[src/rtl/parity_pkg.sv]
// Shared definitions for the parity nibble link: receiver state encoding and the
// parity function used by both the transmit and receive sides.
package parity_pkg;

    typedef enum logic [1:0] {IDLE, DATA, PARITY, STOP} rx_state_t;

    localparam int MAX_DATA_W = 16;

    // Zero-extension of narrower payloads does not change the XOR reduction.
    function automatic logic calc_parity(input logic [MAX_DATA_W-1:0] data, input logic odd);
        return (^data) ^ odd;
    endfunction

endpackage

[src/rtl/parity_nibble_rx_if.sv]
// Serial input strobe and valid/ready output bundle of the parity nibble receiver.
interface parity_nibble_rx_if #(
    parameter int DATA_W    = 4,
    parameter int ERR_CNT_W = 8
) ();
    logic                 rx_en;
    logic                 rx_bit;
    logic [DATA_W-1:0]    out_data;
    logic                 out_valid;
    logic                 out_ready;
    logic                 parity_err;
    logic                 frame_err;
    logic                 overrun;
    logic [ERR_CNT_W-1:0] err_count;

    modport master (
        output rx_en, rx_bit, out_ready,
        input  out_data, out_valid, parity_err, frame_err, overrun, err_count
    );

    modport slave (
        input  rx_en, rx_bit, out_ready,
        output out_data, out_valid, parity_err, frame_err, overrun, err_count
    );
endinterface

[src/rtl/parity_nibble_rx_out_reg.sv]
// One-entry valid/ready holding register for received words; a completion that finds
// the entry occupied and not being drained is dropped and reported as overrun.
module rx_out_reg #(
    parameter int DATA_W = 4
) (
    input  logic              clk,
    input  logic              reset_n,
    input  logic              load,
    input  logic [DATA_W-1:0] load_data,
    input  logic              load_perr,
    input  logic              load_ferr,
    input  logic              out_ready,
    output logic              out_valid,
    output logic [DATA_W-1:0] out_data,
    output logic              parity_err,
    output logic              frame_err,
    output logic              overrun,
    output logic              drop
);
    logic              valid_q, valid_d;
    logic [DATA_W-1:0] data_q, data_d;
    logic              perr_q, perr_d;
    logic              ferr_q, ferr_d;
    logic              overrun_q, overrun_d;
    logic              take;

    always_comb begin
        take      = load & (~valid_q | out_ready);
        drop      = load & valid_q & ~out_ready;
        valid_d   = valid_q & ~out_ready;
        data_d    = data_q;
        perr_d    = perr_q;
        ferr_d    = ferr_q;
        overrun_d = drop;
        if (take) begin
            valid_d = 1'b1;
            data_d  = load_data;
            perr_d  = load_perr;
            ferr_d  = load_ferr;
        end
    end

    always_ff @(posedge clk or negedge reset_n) begin
        if (!reset_n) begin
            valid_q   <= 1'b0;
            data_q    <= '0;
            perr_q    <= 1'b0;
            ferr_q    <= 1'b0;
            overrun_q <= 1'b0;
        end else begin
            valid_q   <= valid_d;
            data_q    <= data_d;
            perr_q    <= perr_d;
            ferr_q    <= ferr_d;
            overrun_q <= overrun_d;
        end
    end

    assign out_valid  = valid_q;
    assign out_data   = data_q;
    assign parity_err = perr_q;
    assign frame_err  = ferr_q;
    assign overrun    = overrun_q;
endmodule

[src/rtl/parity_nibble_rx.sv]
// Parity nibble receiver: deframes start/data/parity/stop, checks parity, counts errors.
//   state  | meaning
//   IDLE   | line idle, waiting for a 0 start bit
//   DATA   | shifting payload in LSB first, bit counter counts down
//   PARITY | capturing the received parity bit
//   STOP   | sampling the stop bit; the frame completes on this strobe
module parity_nibble_rx
    import parity_pkg::*;
#(
    parameter int DATA_W     = 4,
    parameter bit PARITY_ODD = 1'b0,
    parameter int ERR_CNT_W  = 8
) (
    input logic               clk,
    input logic               reset_n,
    parity_nibble_rx_if.slave bus
);
    localparam int CNT_W = (DATA_W > 1) ? $clog2(DATA_W) : 1;

    rx_state_t            state_q, state_d;
    logic [CNT_W-1:0]     cnt_q, cnt_d;
    logic [DATA_W-1:0]    shift_q, shift_d;
    logic                 par_q, par_d;
    logic [ERR_CNT_W-1:0] err_q, err_d;
    logic [ERR_CNT_W+1:0] err_sum;
    logic                 frm_done, new_perr, new_ferr, drop;

    always_comb begin
        state_d  = state_q;
        cnt_d    = cnt_q;
        shift_d  = shift_q;
        par_d    = par_q;
        frm_done = 1'b0;
        if (bus.rx_en) begin
            case (state_q)
                IDLE: begin
                    if (!bus.rx_bit) begin
                        state_d = DATA;
                        cnt_d   = CNT_W'(DATA_W - 1);
                    end
                end
                DATA: begin
                    shift_d             = shift_q >> 1;
                    shift_d[DATA_W-1]   = bus.rx_bit;
                    if (cnt_q == '0) state_d = PARITY;
                    else             cnt_d   = cnt_q - CNT_W'(1);
                end
                PARITY: begin
                    par_d   = bus.rx_bit;
                    state_d = STOP;
                end
                STOP: begin
                    frm_done = 1'b1;
                    state_d  = IDLE;
                end
                default: state_d = IDLE;
            endcase
        end
    end

    assign new_perr = par_q != calc_parity(MAX_DATA_W'(shift_q), PARITY_ODD);
    assign new_ferr = ~bus.rx_bit;

    // A dropped bad frame costs two counts: one for the error, one for the overrun.
    always_comb begin
        err_sum = (ERR_CNT_W+2)'(err_q) + (ERR_CNT_W+2)'(new_perr | new_ferr)
                + (ERR_CNT_W+2)'(drop);
        err_d   = err_q;
        if (frm_done) begin
            err_d = (err_sum[ERR_CNT_W+1:ERR_CNT_W] != 2'b00) ? '1 : err_sum[ERR_CNT_W-1:0];
        end
    end

    always_ff @(posedge clk or negedge reset_n) begin
        if (!reset_n) begin
            state_q <= IDLE;
            cnt_q   <= '0;
            shift_q <= '0;
            par_q   <= 1'b0;
            err_q   <= '0;
        end else begin
            state_q <= state_d;
            cnt_q   <= cnt_d;
            shift_q <= shift_d;
            par_q   <= par_d;
            err_q   <= err_d;
        end
    end

    rx_out_reg #(.DATA_W(DATA_W)) u_out_reg (
        .clk        (clk),
        .reset_n    (reset_n),
        .load       (frm_done),
        .load_data  (shift_q),
        .load_perr  (new_perr),
        .load_ferr  (new_ferr),
        .out_ready  (bus.out_ready),
        .out_valid  (bus.out_valid),
        .out_data   (bus.out_data),
        .parity_err (bus.parity_err),
        .frame_err  (bus.frame_err),
        .overrun    (bus.overrun),
        .drop       (drop)
    );

    assign bus.err_count = err_q;
endmodule
[src/flat_wrapper.sv]
// flat-port wrapper written by rule: the top's interface ports become plain ports
module parity_nibble_rx_flat import parity_pkg::*;
#(
    parameter int DATA_W     = 4,
    parameter bit PARITY_ODD = 1'b0,
    parameter int ERR_CNT_W  = 8
)
  (clk, reset_n, bus_rx_en, bus_rx_bit, bus_out_ready, bus_out_data, bus_out_valid, bus_parity_err, bus_frame_err, bus_overrun, bus_err_count);
  parity_nibble_rx_if #(.DATA_W(DATA_W), .ERR_CNT_W(ERR_CNT_W)) bus_i ();
  input logic clk;
  input logic reset_n;
  input wire logic [$bits(bus_i.rx_en)-1:0] bus_rx_en;
  input wire logic [$bits(bus_i.rx_bit)-1:0] bus_rx_bit;
  input wire logic [$bits(bus_i.out_ready)-1:0] bus_out_ready;
  output wire logic [$bits(bus_i.out_data)-1:0] bus_out_data;
  output wire logic [$bits(bus_i.out_valid)-1:0] bus_out_valid;
  output wire logic [$bits(bus_i.parity_err)-1:0] bus_parity_err;
  output wire logic [$bits(bus_i.frame_err)-1:0] bus_frame_err;
  output wire logic [$bits(bus_i.overrun)-1:0] bus_overrun;
  output wire logic [$bits(bus_i.err_count)-1:0] bus_err_count;
  assign bus_i.rx_en = bus_rx_en;
  assign bus_i.rx_bit = bus_rx_bit;
  assign bus_i.out_ready = bus_out_ready;
  assign bus_out_data = bus_i.out_data;
  assign bus_out_valid = bus_i.out_valid;
  assign bus_parity_err = bus_i.parity_err;
  assign bus_frame_err = bus_i.frame_err;
  assign bus_overrun = bus_i.overrun;
  assign bus_err_count = bus_i.err_count;
  parity_nibble_rx #(.DATA_W(DATA_W), .PARITY_ODD(PARITY_ODD), .ERR_CNT_W(ERR_CNT_W)) u_core (.clk(clk), .reset_n(reset_n), .bus(bus_i));
endmodule
[config.mk]
export PLATFORM = sky130hd
export DESIGN_NAME = parity_nibble_rx_flat
export DESIGN_NICKNAME = d
export VERILOG_FILES = /design/src/rtl/parity_pkg.sv /design/src/rtl/parity_nibble_rx_if.sv /design/src/rtl/parity_nibble_rx_out_reg.sv /design/src/rtl/parity_nibble_rx.sv /design/src/flat_wrapper.sv
export SDC_FILE = /design/constraint.sdc
export NUM_CORES = 1
export LEC_CHECK = 0
export BUFFER_PORTS_ARGS = -buffer_cell sky130_fd_sc_hd__buf_2
export CORE_ASPECT_RATIO = 2
export CORE_MARGIN = 10
export CORE_UTILIZATION = 50
export DETAILED_ROUTE_END_ITERATION = 7
export GPL_TIMING_DRIVEN = 0
export PLACE_DENSITY = 0.72
export SETUP_SLACK_MARGIN = 0.5
export SLEW_MARGIN = 20
export SYNTH_ARGS = -nofsm -noshare
export SYNTH_HDL_FRONTEND = slang
export SYNTH_SLANG_ARGS = --single-unit
[constraint.sdc]
create_clock -name clk -period 5.5 [get_ports clk]
set_input_delay 1.375 -clock clk [delete_from_list [all_inputs] [get_ports clk]]
set_output_delay 1.375 -clock clk [all_outputs]
set_load 0.01 [all_outputs]
==> out/results.env <==
FINAL-MAX-SLEW-VIOLATION-COUNT=0
INITIAL_UTILIZATION_PCT=51.2
ARR_TIME_CRIT_PATH_NS=2.90
CORE_AREA_MM2=0.00254
CTS.HTREE.LEVELS=1
SYNTH_AREA_PER_CELL_UM2=11.7
POSTCTSRESIZEDCELLS=0
CTS_SETUP_BUFFERS=0
CP-ENDPOINT='u_core.bus.err_count[6]'
FINALSETUPTNS_NS=0
CTS_TREE='yes'
MAXCAP_VIOLATIONS=0
DETAILROUTE.WIRELENGTH.MET2_UM=1430
HOLD_PATH.STARTPOINT='u_core.u_out_reg.out_data[3]'
NETLIST_AREA_MM2=0.00130
SYNTH.FF_LATCH_COUNT=25
FIRST_ITER_VIOLATIONS=12
IOS=21
GRT_SETUP_UNREPAIRED='no'
SETUP_SLACK_NS=2.74
DPL_WS_NS=2.46
CLOCK.FMAX_MHz=362
TIMING.CRITICAL_PATH.TO_TYPE='register'
MAX-VDD-IR-DROP_uV=303
AREA_GROWTH_PCT=13.8
CLOCK_SINKS=25
NUM_VIAS=867
PERIOD_NEEDED_NS=2.76
SYN_INST=111
SHARE_OF_THE_CLOCK_PERIOD_USED_BY_THE_WORST_PATH_PCT=50.2
PORT_BUFFERS=19
WIRE_LENGTH_OF_THE_FIRST_GLOBAL_ROUTING_PASS_UM=4480
R2R_SLACK_NS=3.08
SYNTH.LIB_CELLS_USED.DISTINCT=32
TOP_FANOUT_VALUE_ON_THE_CRITICAL_PATH=10
GRT_USE_TOTAL_PCT=10.3
POST_SYNTH_MAIN_AREA_CONTRIBUTORS='sky130_fd_sc_hd__dfrtp_1 48%, sky130_fd_sc_hd__mux2_2 8.7%, sky130_fd_sc_hd__ha_1 5.8%'
CRITPATHKIND='primary input to register'
PLACE.GP.CONGESTION=0.817
N_FILL_CELL=235
REG2REG_FROM='u_core.shift_q[1]'
DIEWIDTH_UM=56.0
DRT_DRC_VIOLATIONS_LEFT=0
DRT.ANTENNA.VIOLATING_NETS=0
STANDBY_LEAKAGE_POWER_nW=0.767
CLOCK_TREE.BUFFER_DEPTH=2
SYNTH.YOSYS.SEQ_AREA_SHARE_PCT=48.2
REPORT.FINAL.HOLD_VIOL_COUNT=0
INSERTEDDIODECOUNT=0
SETUP-VIOLATIONS-FINAL=0
DR.MAX_LAYER_USED='met4'
CELLPOWERDENSITY_mW_PER_MM2=519
DESIGN.DIE.AREA_MM2=0.00516
WL_MET1_UM=903
ANTENNA_FOUND_INITIAL=0
CRITICAL_PATH_LAUNCH_POINT_TYPE='primary input'
WORST_PIN_SLEW_NS=0.550
WORSTSETUPSTARTPOINT='bus_rx_en'
VIA_PER_INST=5.35
OUTCOME='completed'
CLOCK_INSERTION_DELAY_AT_THE_LATER_PIN_OF_THE_SKEW_REPORT_NS=0.26
GRT_PASS1_VIAS=992
GRT-OVFL-TOTAL=0
SYNTHESIS.NETS=123
CRITICAL_PATH.REG2REG.ENDPOINT='u_core.bus.err_count[6]'
POST-SYNTH-TOP-AREA-CELL='sky130_fd_sc_hd__dfrtp_1'
WORSTHOLDPATHTYPE='register to register'
DR.PASS1.ITERS=2
WORST_REG2REG_PATH_LENGTH_IN_CELLS=9
PIN_COUNT_OF_THE_BIGGEST_NET_ENTERING_GLOBAL_ROUTING=26
SKEW_NS=0.00357
YOSYSTOPAREACELLSHARE_PCT=48.2
NUMCTSBUFFERS=3
ROUTED_WL_UM=2490
CTS_HOLD_REPAIR.BUFFERS=0
REQUIRED_NS=5.65
PLACE_HPWL_UM=2010
CLOCKROOTBUFFER='sky130_fd_sc_hd__clkbuf_8'
RELSLEWSLACK_PCT=63.3
SYNTH.YOSYS.WARNINGS=0
CLKSLEWWORSTSETUPHOLDPATHS_NS=0.09
FINAL_LAYOUT_SIZE_SUFFIX_GT1_SHARE_PCT=32.8
NUM_ROWS=26
DRT-WIRELENGTH-PER-CELL_UM=15.4
FINALNETCOUNT=147
DIE-HEIGHT_UM=92.1
DETAILROUTE.WIRELENGTH.MET3_UM=123
-- Yosys cell counts --
| master | instances |
|---|---|
| sky130_fd_sc_hd__o21ai_0 | 2 |
| sky130_fd_sc_hd__o21ai_2 | 1 |
| sky130_fd_sc_hd__nand2_1 | 6 |
| sky130_fd_sc_hd__dfrtp_1 | 25 |
| sky130_fd_sc_hd__nor2b_4 | 1 |
| sky130_fd_sc_hd__a21oi_1 | 4 |
| sky130_fd_sc_hd__nand2_4 | 1 |
| sky130_fd_sc_hd__a21bo_2 | 1 |
| sky130_fd_sc_hd__and2_1 | 1 |
| sky130_fd_sc_hd__nand4_2 | 1 |
| sky130_fd_sc_hd__a22o_1 | 1 |
| sky130_fd_sc_hd__a41oi_1 | 2 |
| sky130_fd_sc_hd__inv_1 | 9 |
| sky130_fd_sc_hd__nand2b_1 | 3 |
| sky130_fd_sc_hd__mux2_2 | 10 |
| sky130_fd_sc_hd__buf_4 | 3 |
| sky130_fd_sc_hd__and3_2 | 1 |
| sky130_fd_sc_hd__ha_1 | 6 |
| sky130_fd_sc_hd__a21boi_4 | 1 |
| sky130_fd_sc_hd__mux2i_1 | 4 |
| sky130_fd_sc_hd__xnor3_1 | 1 |
| sky130_fd_sc_hd__a2bb2oi_1 | 2 |
| sky130_fd_sc_hd__buf_6 | 1 |
| sky130_fd_sc_hd__a31oi_1 | 4 |
| sky130_fd_sc_hd__nor2_1 | 5 |
| sky130_fd_sc_hd__nor2b_1 | 2 |
| sky130_fd_sc_hd__nand3_1 | 6 |
| sky130_fd_sc_hd__and4_1 | 1 |
| sky130_fd_sc_hd__nand4_1 | 1 |
| sky130_fd_sc_hd__xnor2_1 | 2 |
| sky130_fd_sc_hd__and3_1 | 2 |
| sky130_fd_sc_hd__fa_1 | 1 |
-- how the worst min path moves through the flow --
stage                                              end  slack (ns)  cells past startpoint
final                     u_core.u_out_reg.out_data[3]        0.51                      1
after global routing      u_core.u_out_reg.out_data[3]        0.53                      1
after CTS                 u_core.u_out_reg.out_data[3]        0.52                      1
after detailed placement  u_core.u_out_reg.out_data[3]        0.49                      1
after global placement    u_core.u_out_reg.out_data[2]        0.49                      1
after floorplan                           u_core.par_q        0.50                      1
-- cell usage in the layout (no fill, tap or decap), drive strengths merged, types with 2 or more instances in the layout --
cell,count
mux2i,4
nand2,7
a2bb2oi,2
nand2b,3
a21oi,4
clkbuf,3
inv,9
dfrtp,25
ha,6
and3,3
nand4,2
nor2b,3
a41oi,2
xnor2,2
nor2,5
mux2,10
nand3,6
buf,23
o21ai,3
a31oi,4
-- worst max-delay path, cell delays in order --
cell and delay (ns):
sky130_fd_sc_hd__buf_4 0.15, sky130_fd_sc_hd__nand2_4 0.09, sky130_fd_sc_hd__nor2_1 0.08, sky130_fd_sc_hd__fa_1 0.42, sky130_fd_sc_hd__ha_1 0.23, sky130_fd_sc_hd__and4_1 0.18, sky130_fd_sc_hd__buf_4 0.15, sky130_fd_sc_hd__a21oi_1 0.16
sky130_fd_sc_hd__a31oi_1 0.07
-- layer usage --
layer  vias to the layer above  global-route usage (%)
li1                        432                       -
met1                       421                    9.62
met2                        12                    20.0
met3                         2                    2.90
met4                         0                    3.63
met5                         -                       0
-- metrics by stage --
step                hold slack, ns  instance area (um^2)  util, %  power (W)  cells
floorplan                    0.501                  1300        -   0.000566    111
global placement             0.486                  1430     56.3   0.000652    158
detailed placement           0.494                  1430     56.3   0.000671    158
CTS                          0.516                  1480     58.2   0.000783    162
global route                 0.533                  1480     58.2   0.000840    162
finish                       0.512                  1480     58.2   0.000767    162
-- power breakdown --
part / total [W] / switching, W / internal, W
Clock: 0.000109 / 0.0000575 / 0.0000512
Sequential: 0.000312 / 0.0000561 / 0.000256
Combinational: 0.000346 / 0.000167 / 0.000179
Total: 0.000767 / 0.000281 / 0.000486
-- area by class of cell --
type,count,area (um^2),share of cell area (%)
Timing Repair Buffer,19,95.1,6.44
Buffer,4,33.8,2.29
Multi-Input combinational cell,73,606,41.0
Sequential cell,25,626,42.3
Clock inverter,1,7.51,0.508
Clock buffer,3,41.3,2.79
Tap cell,28,35.0,2.37
Inverter,9,33.8,2.29
-- registers in the layout, summed over array words and instances (netlist names) --
name / cells
u_core.bus.err_count: 8
u_core.shift_q: 4
u_core.u_out_reg.out_data: 4
u_core.cnt_q: 2
u_core.state_q: 2
u_core.par_q: 1
u_core.u_out_reg.frame_err: 1
u_core.u_out_reg.out_valid: 1
u_core.u_out_reg.overrun: 1
u_core.u_out_reg.parity_err: 1
-- logic make-up (layout without fill, tap and decap cells) --
group	count (synthesis)	after routing	share of synthesized area, %
adders and majority gates	7	7	7.32
AOI/OAI and AO/OA	18	18	10.5
xor gates and xnor gates	3	3	3.08
muxes	14	14	11.8
and+or+nand+nor	31	31	14.0
buffers and inverters	13	36	5.20
DFF	25	25	48.2
(Power assumes the default switching activity.)
